$ cat config.mk
export PLATFORM = sky130hd
export DESIGN_NAME = weight_loader
export DESIGN_NICKNAME = d
export VERILOG_FILES = /design/src/rtl/weight_loader.sv
export SDC_FILE = /design/constraint.sdc
export NUM_CORES = 2
export LEC_CHECK = 0
export CORE_MARGIN = 4
export CORE_UTILIZATION = 49
export DETAILED_ROUTE_END_ITERATION = 8
export GPL_TIMING_DRIVEN = 0
export PLACE_DENSITY = 0.86
export SLEW_MARGIN = 20
export SYNTH_ARGS = -nofsm -noshare
export SYNTH_HDL_FRONTEND = slang
export SYNTH_SLANG_ARGS = --single-unit
$ cat constraint.sdc
create_clock -name clk -period 27.8 [get_ports clk]
set_input_delay 5.56 -clock clk [delete_from_list [all_inputs] [get_ports clk]]
set_output_delay 5.56 -clock clk [all_outputs]
set_load 0.02 [all_outputs]
$ cat src/rtl/weight_loader.sv
// Pops weight words from the weight FIFO, assembles one K*K kernel (plus optional bias)
// per output channel in a fill buffer, and presents it over valid/ready from an output register.
module weight_loader #(
    parameter int unsigned DATA_W   = 16,
    parameter int unsigned K        = 5,
    parameter int unsigned HAS_BIAS = 1,
    parameter int unsigned CNT_W    = 8
) (
    input  logic                  clk,
    input  logic                  rst,
    input  logic                  start,
    input  logic [CNT_W-1:0]      kernel_count,
    input  logic                  fifo_empty,
    output logic                  fifo_rd_en,
    input  logic [DATA_W-1:0]     fifo_dout,
    output logic [K*K*DATA_W-1:0] kernel_data,
    output logic [DATA_W-1:0]     bias_data,
    output logic [CNT_W-1:0]      kernel_idx,
    output logic                  kernel_valid,
    input  logic                  kernel_ready,
    output logic                  busy,
    output logic                  done
);

    localparam int unsigned KK    = K * K;
    localparam int unsigned WORDS = KK + HAS_BIAS;
    localparam int unsigned RC_W  = $clog2(WORDS + 1);

    typedef enum logic [2:0] {
        S_IDLE   = 3'd0,
        S_FILL   = 3'd1,
        S_HOLD   = 3'd2,
        S_DRAIN  = 3'd3,
        S_FINISH = 3'd4
    } state_t;

    state_t            state;
    state_t            state_nxt;

    logic [RC_W-1:0]   req_cnt;
    logic [RC_W-1:0]   rcv_cnt;
    logic              rd_d1;
    logic [CNT_W-1:0]  count;
    logic [CNT_W-1:0]  fill_k;
    logic [CNT_W:0]    fill_k_inc;
    logic [DATA_W-1:0] fill_buf [WORDS];

    logic fill_full;
    logic out_free;
    logic more;
    logic handshake;
    logic accept;
    logic load;
    logic next_k;
    logic finish;

    assign fill_full  = (rcv_cnt == RC_W'(WORDS));
    assign out_free   = !kernel_valid || kernel_ready;
    assign handshake  = kernel_valid && kernel_ready;
    assign fill_k_inc = (CNT_W+1)'(fill_k) + (CNT_W+1)'(1);
    assign more       = (fill_k_inc < (CNT_W+1)'(count));

    // State register
    always_ff @(posedge clk or posedge rst) begin
        if (rst) begin
            state <= S_IDLE;
        end else begin
            state <= state_nxt;
        end
    end

    // Next-state logic
    always_comb begin
        state_nxt = state;
        case (state)
            S_IDLE: begin
                if (start) begin
                    state_nxt = (kernel_count == '0) ? S_FINISH : S_FILL;
                end
            end
            S_FILL, S_HOLD: begin
                if (fill_full) begin
                    if (out_free) begin
                        state_nxt = more ? S_FILL : S_DRAIN;
                    end else begin
                        state_nxt = S_HOLD;
                    end
                end
            end
            S_DRAIN: begin
                if (handshake) begin
                    state_nxt = S_FINISH;
                end
            end
            S_FINISH: state_nxt = S_IDLE;
            default:  state_nxt = S_IDLE;
        endcase
    end

    // Output / control decode; reads are only issued while filling
    always_comb begin
        fifo_rd_en = 1'b0;
        accept     = 1'b0;
        load       = 1'b0;
        finish     = 1'b0;
        case (state)
            S_IDLE: accept = start;
            S_FILL: begin
                fifo_rd_en = (req_cnt < RC_W'(WORDS)) && !fifo_empty;
                load       = fill_full && out_free;
            end
            S_HOLD:   load   = fill_full && out_free;
            S_FINISH: finish = 1'b1;
            default: ;
        endcase
        next_k = load && more;
    end

    // Request/receive counters, kernel counter and status flags
    always_ff @(posedge clk or posedge rst) begin
        if (rst) begin
            req_cnt <= '0;
            rcv_cnt <= '0;
            rd_d1   <= 1'b0;
            count   <= '0;
            fill_k  <= '0;
            busy    <= 1'b0;
            done    <= 1'b0;
        end else begin
            rd_d1 <= fifo_rd_en;
            done  <= finish;
            if (accept) begin
                busy    <= 1'b1;
                count   <= kernel_count;
                fill_k  <= '0;
                req_cnt <= '0;
                rcv_cnt <= '0;
            end else if (next_k) begin
                fill_k  <= fill_k + CNT_W'(1);
                req_cnt <= '0;
                rcv_cnt <= '0;
            end else begin
                if (fifo_rd_en) begin
                    req_cnt <= req_cnt + RC_W'(1);
                end
                if (rd_d1) begin
                    rcv_cnt <= rcv_cnt + RC_W'(1);
                end
            end
            if (finish) begin
                busy <= 1'b0;
            end
        end
    end

    // Fill buffer: FIFO data lands one cycle after its read strobe
    always_ff @(posedge clk or posedge rst) begin
        if (rst) begin
            for (int unsigned i = 0; i < WORDS; i++) begin
                fill_buf[i] <= '0;
            end
        end else begin
            for (int unsigned i = 0; i < WORDS; i++) begin
                if (rd_d1 && (rcv_cnt == RC_W'(i))) begin
                    fill_buf[i] <= fifo_dout;
                end
            end
        end
    end

    // Output register: loaded when free or being consumed this cycle
    always_ff @(posedge clk or posedge rst) begin
        if (rst) begin
            kernel_valid <= 1'b0;
            kernel_data  <= '0;
            bias_data    <= '0;
            kernel_idx   <= '0;
        end else begin
            if (load) begin
                kernel_valid <= 1'b1;
                kernel_idx   <= fill_k;
                for (int unsigned i = 0; i < KK; i++) begin
                    kernel_data[i*DATA_W +: DATA_W] <= fill_buf[i];
                end
                bias_data <= (HAS_BIAS != 0) ? fill_buf[WORDS-1] : '0;
            end else if (handshake) begin
                kernel_valid <= 1'b0;
            end
        end
    end

endmodule

Word level (Yosys, flattened, before mapping). Index checks and enable logic that the tools add are counted.

Add/sub/neg operators: 4. Multiply operators: 0. Div/mod/pow operators: 0. Order comparisons: 2. Equality and inequality tests: 33. Shifts and indexed selects: 0. Mux-type cells: 23. Bitwise logic cells: 0. Reductions and logical operators: 43.

Operator list (number): $eq 5x5->1 const B (11); $eq 5x4->1 const B (8); $logic_and 1x1->1 (30); $mux 5 (6); $eq 5x3->1 const B (4); $mux 8 (2); $mux 3 (4); $add 5x1->5 const B (2); $eq 5x2->1 const B (2); $add 8x1->9 const B (1); $lt 9x8->1 (1); $pmux 3 s3 (1); $add 8x1->8 const B (1); $logic_not 8->1 (1); $mux 1 (8); $eq 3x2->1 const B (2); $reduce_bool 2->1 (3); $reduce_bool 3->1 (2); $eq 5x1->1 const B (1); $logic_not 5->1 (1); $lt 5x5->1 const B (1); $mux 2 (2); $ne 2x2->1 const B (2); $eq 3x1->1 const B (1); other kinds (7) (8).

Flip-flop bits (word level): 873. Latch bits: 0. Bits in writable memories: 0. ROM bits: 0. Output and inout bits: 428. Logic and storage cells: 143. Memories: 0.

Logic depth before layout (Yosys ltp).
Depth after elaboration: 7. Gate-level depth with buffers: 10.

Worst setup path after synthesis. No wires, ideal clock.

Path type: in2out. Start: input fifo_empty. End: output fifo_rd_en. Arrival: 6.392 ns. Path slack: 15.848 ns. Stages: 2. Path through: nor4b_1 > o21a_1.

Longest elaborated chain between the ends: 3.

Ends and longest elaborated chain: start: declaration (RTL line 13) `input logic fifo_empty,`; $logic_not 1->1 (RTL line 109) `fifo_rd_en = (req_cnt < RC_W'(WORDS)) && !fifo_empty;`; $logic_and 1x1->1 (RTL line 109); $mux 1 (RTL line 106) `case (state)`; end: declaration (RTL line 14) `output logic fifo_rd_en,`.

No other way between the ends.

Worst setup path in the final report. Same ends and word-level chain as after synthesis.

==> impl_metrics.tcl <==
set metrics [dict create \
    status "finished, final reports clean" \
    setup.worst_path.start_class "input pin" \
    clk_pin_slew_ps 70 \
    crit_chain "clkdlybuf4s50_1, nor4b_1, o21a_1, clkdlybuf4s50_1" \
    yosysWarningCount 0 \
    hold_viol_final 0 \
    synthXorXnorAreaFrac 0.00289 \
    end_kind "output port" \
    start_util 0.495 \
    synth-simple-area-share 0.0172 \
    final_cells 3546 \
    numCtsBuffers 90 \
    ys_seq_elements 873 \
    vias_per_cell 5.42 \
    finalSetupViolCount 0 \
    synthTopCellsByArea "dfrtp_1, mux2_2, mux2_1" \
    grt_pass1_wl_um 134000 \
    syn-num-nets 2071 \
    post_cts_resize_count 0 \
    die_h_um 269 \
    cp.arrival_ps 7710 \
    yosysTopAreaCell "dfrtp_1" \
    grt_pass1_vias 21600 \
    portBuffers 456 \
    synthAdderAreaFrac 0.00526 \
    maxCapViolations 0 \
    fin_crit_ps 13280 \
    core_area_mm2 0.0673 \
    gp_congestion 0.829 \
    yosysUniqueCellTypes 46 \
    synth-seq-area-share 0.656 \
    synth_top_family_by_area "multiplexers" \
    clkSinkCount 873 \
    netlist_instances 2028 \
    boundaryPins 457 \
    postCtsSetupRepairBufs 0 \
    drive_above_1_share 0.338 \
    fin_crit_sh 0.478 \
    fin_util 0.634 \
    avgSynthCellArea_um2 16.4 \
    synthFlopType "dfrtp_1" \
    route.detailed.wl_per_inst_um 24.8 \
    dp.cells 3383 \
    globalRouteOverflowTotal 0 \
    ant_nets 0 \
    r2r_start "fill_k[0]" \
    synth_mux_area_frac 0.286 \
    dp_hpwl_um 61900 \
    cts_root_buf "clkbuf_16" \
    die-area_mm2 0.0722 \
    crit_top_cell "clkdlybuf4s50_1" \
    synthArstFlopShare 1.00 \
    hold_class "reg2reg" \
    route.final.wire_length_um 88000 \
    skew_ps 17.8 \
    synth_edf_count 0 \
    clk_latency_ps 620 \
    cts_max_level 3 \
    remaining_drc_errors 0 \
    grt_max_degree 40 \
    critical_path_class "in2out" \
    critical_path_required_ps 22240 \
    yosys.area.top_type_share 0.656 \
    clock_path_buffers 3 \
    fill_cells 4540 \
    worst_pin_slew_ps 1020 \
    areaGrowthSynthToFinish_pct 28.1 \
    max_clock_freq_mhz 75.3 \
    synth_compound_area_frac 0.00714 \
    row_count 95 \
    cts_tree "done" \
    grt_usage 0.244 \
    startpoint "fifo_empty" \
    slew_viol_final 0 \
    slew_headroom 0.321 \
    die_w_um 269 \
    cp_max_fo 5 \
    synth.cell_area_mm2 0.0333 \
    ir_drop_mv 0.0697 \
    num_vias 19200 \
    firstDrtPassIters 4 \
    synthMostInstantiatedCell "dfrtp_1" \
    p_total_uw 5170 \
    num_antenna_cells 0 \
    synth_common_cells "dfrtp_1, mux2_2, mux2_1" \
    fin_nets 2645 \
    powerDensity_mw_per_mm2 121 \
    cpMaxStageDelayCell "nor4b_1" \
    rsz0062_at_grt "false" \
    setup_tns_ps 0 \
    max_stage_delay_ps 740 \
    antenna_found_initial 0 \
    min_from "fill_buf[358]" \
    first_iter_violations 1038 \
    power_leakage_uw 0.0193 \
    hold_buffers 0 \
]
## area by class of cell
type,instances,area (um^2),share of cell area
flip-flops and latches,873,21800,0.512
multi-input cells,1019,10600,0.249
repair buffers,482,5100,0.120
clock buffers,131,2690,0.0631
well taps,873,1090,0.0256
plain buffers,121,771,0.0181
clock inverters,32,463,0.0109
inverters,15,60.1,0.00141
## per-layer routing
metal	part of all wire	global-route usage
met2	0.49	0.412
met3	0.083	0.0789
met1	0.39	0.295
met4	0.037	0.0927
met5	0	0
## flip-flops by register name, indices dropped and copies added, names as in the netlist, 3 cells and up
name	cells
kernel_data	400
count	8
fill_k	8
state	3
req_cnt	5
bias_data	16
fill_buf	416
kernel_idx	8
rcv_cnt	5
## metrics by stage
| step | hold slack, ps | cell area, um^2 | setup WS, ps |
|---|---|---|---|
| after floorplan | 446 | 33300 | 10240 |
| after CTS | 482 | 42600 | 14490 |
| after global routing | 494 | 42600 | 14380 |
| after global placement | 465 | 38900 | 6400 |
| final | 480 | 42600 | 14530 |
| after detailed placement | 472 | 39500 | 14500 |
## logic make-up after synthesis
| group | after synthesis |
|---|---|
| fa+ha+maj | 14 |
| buf+inv | 136 |
| mux | 846 |
| compound gates | 35 |
| xor+xnor | 11 |
| flops | 873 |
| simple gates | 113 |
## critical path: cells and delay by family
kind                   cells  cell delay [ps]
AOI/OAI and AO/OA          1              300
and+or+nand+nor            1              740
buffers and inverters      2             1110
## final timing paths
path / end / slack (ps) / cells after the start
worst max-delay path: fifo_rd_en / 14530 / 4
worst min-delay path: kernel_data[54] / 480 / 1
worst max register to register: req_cnt[2] / 24800 / 10
worst min register to register: kernel_data[54] / 480 / 1
max in group asynchronous: kernel_data[164] / 20260 / 9
min in group asynchronous: kernel_data[347] / 5390 / 2
## power by group
group | total [uW] | internal, uW | switching [uW] | leakage, uW
Combinational | 1740 | 909 | 830 | 0.00678
Clock | 1260 | 766 | 499 | 0.00156
Sequential | 2160 | 1830 | 337 | 0.0110
Total | 5170 | 3500 | 1670 | 0.0193
## placed cells by master, fill, tap and decap left out, drive strengths merged, types with 2 or more instances in the layout
cell,netlist,routed
dfrtp,873,873
mux2,844,844
clkdlybuf4s50,0,456
clkbuf,42,173
buf,79,105
nand2,39,39
nor2,27,27
inv,15,19
clkinv,0,15
ha,14,14
nand3,14,14
o21ai,12,12
bufinv,0,10
xnor2,7,7
nand4,6,6
nand2b,5,5
nor3,5,5
nor2b,4,4
xor2,4,4
a21o,4,4
and2,3,3
clkinvlp,0,3
a31oi,3,3
a21oi,3,3
a211oi,3,3
o21a,2,2
or4,2,2
mux2i,2,2
o31ai,2,2
nor4b,2,2
Note: power is estimated with default switching activity, not from simulation.
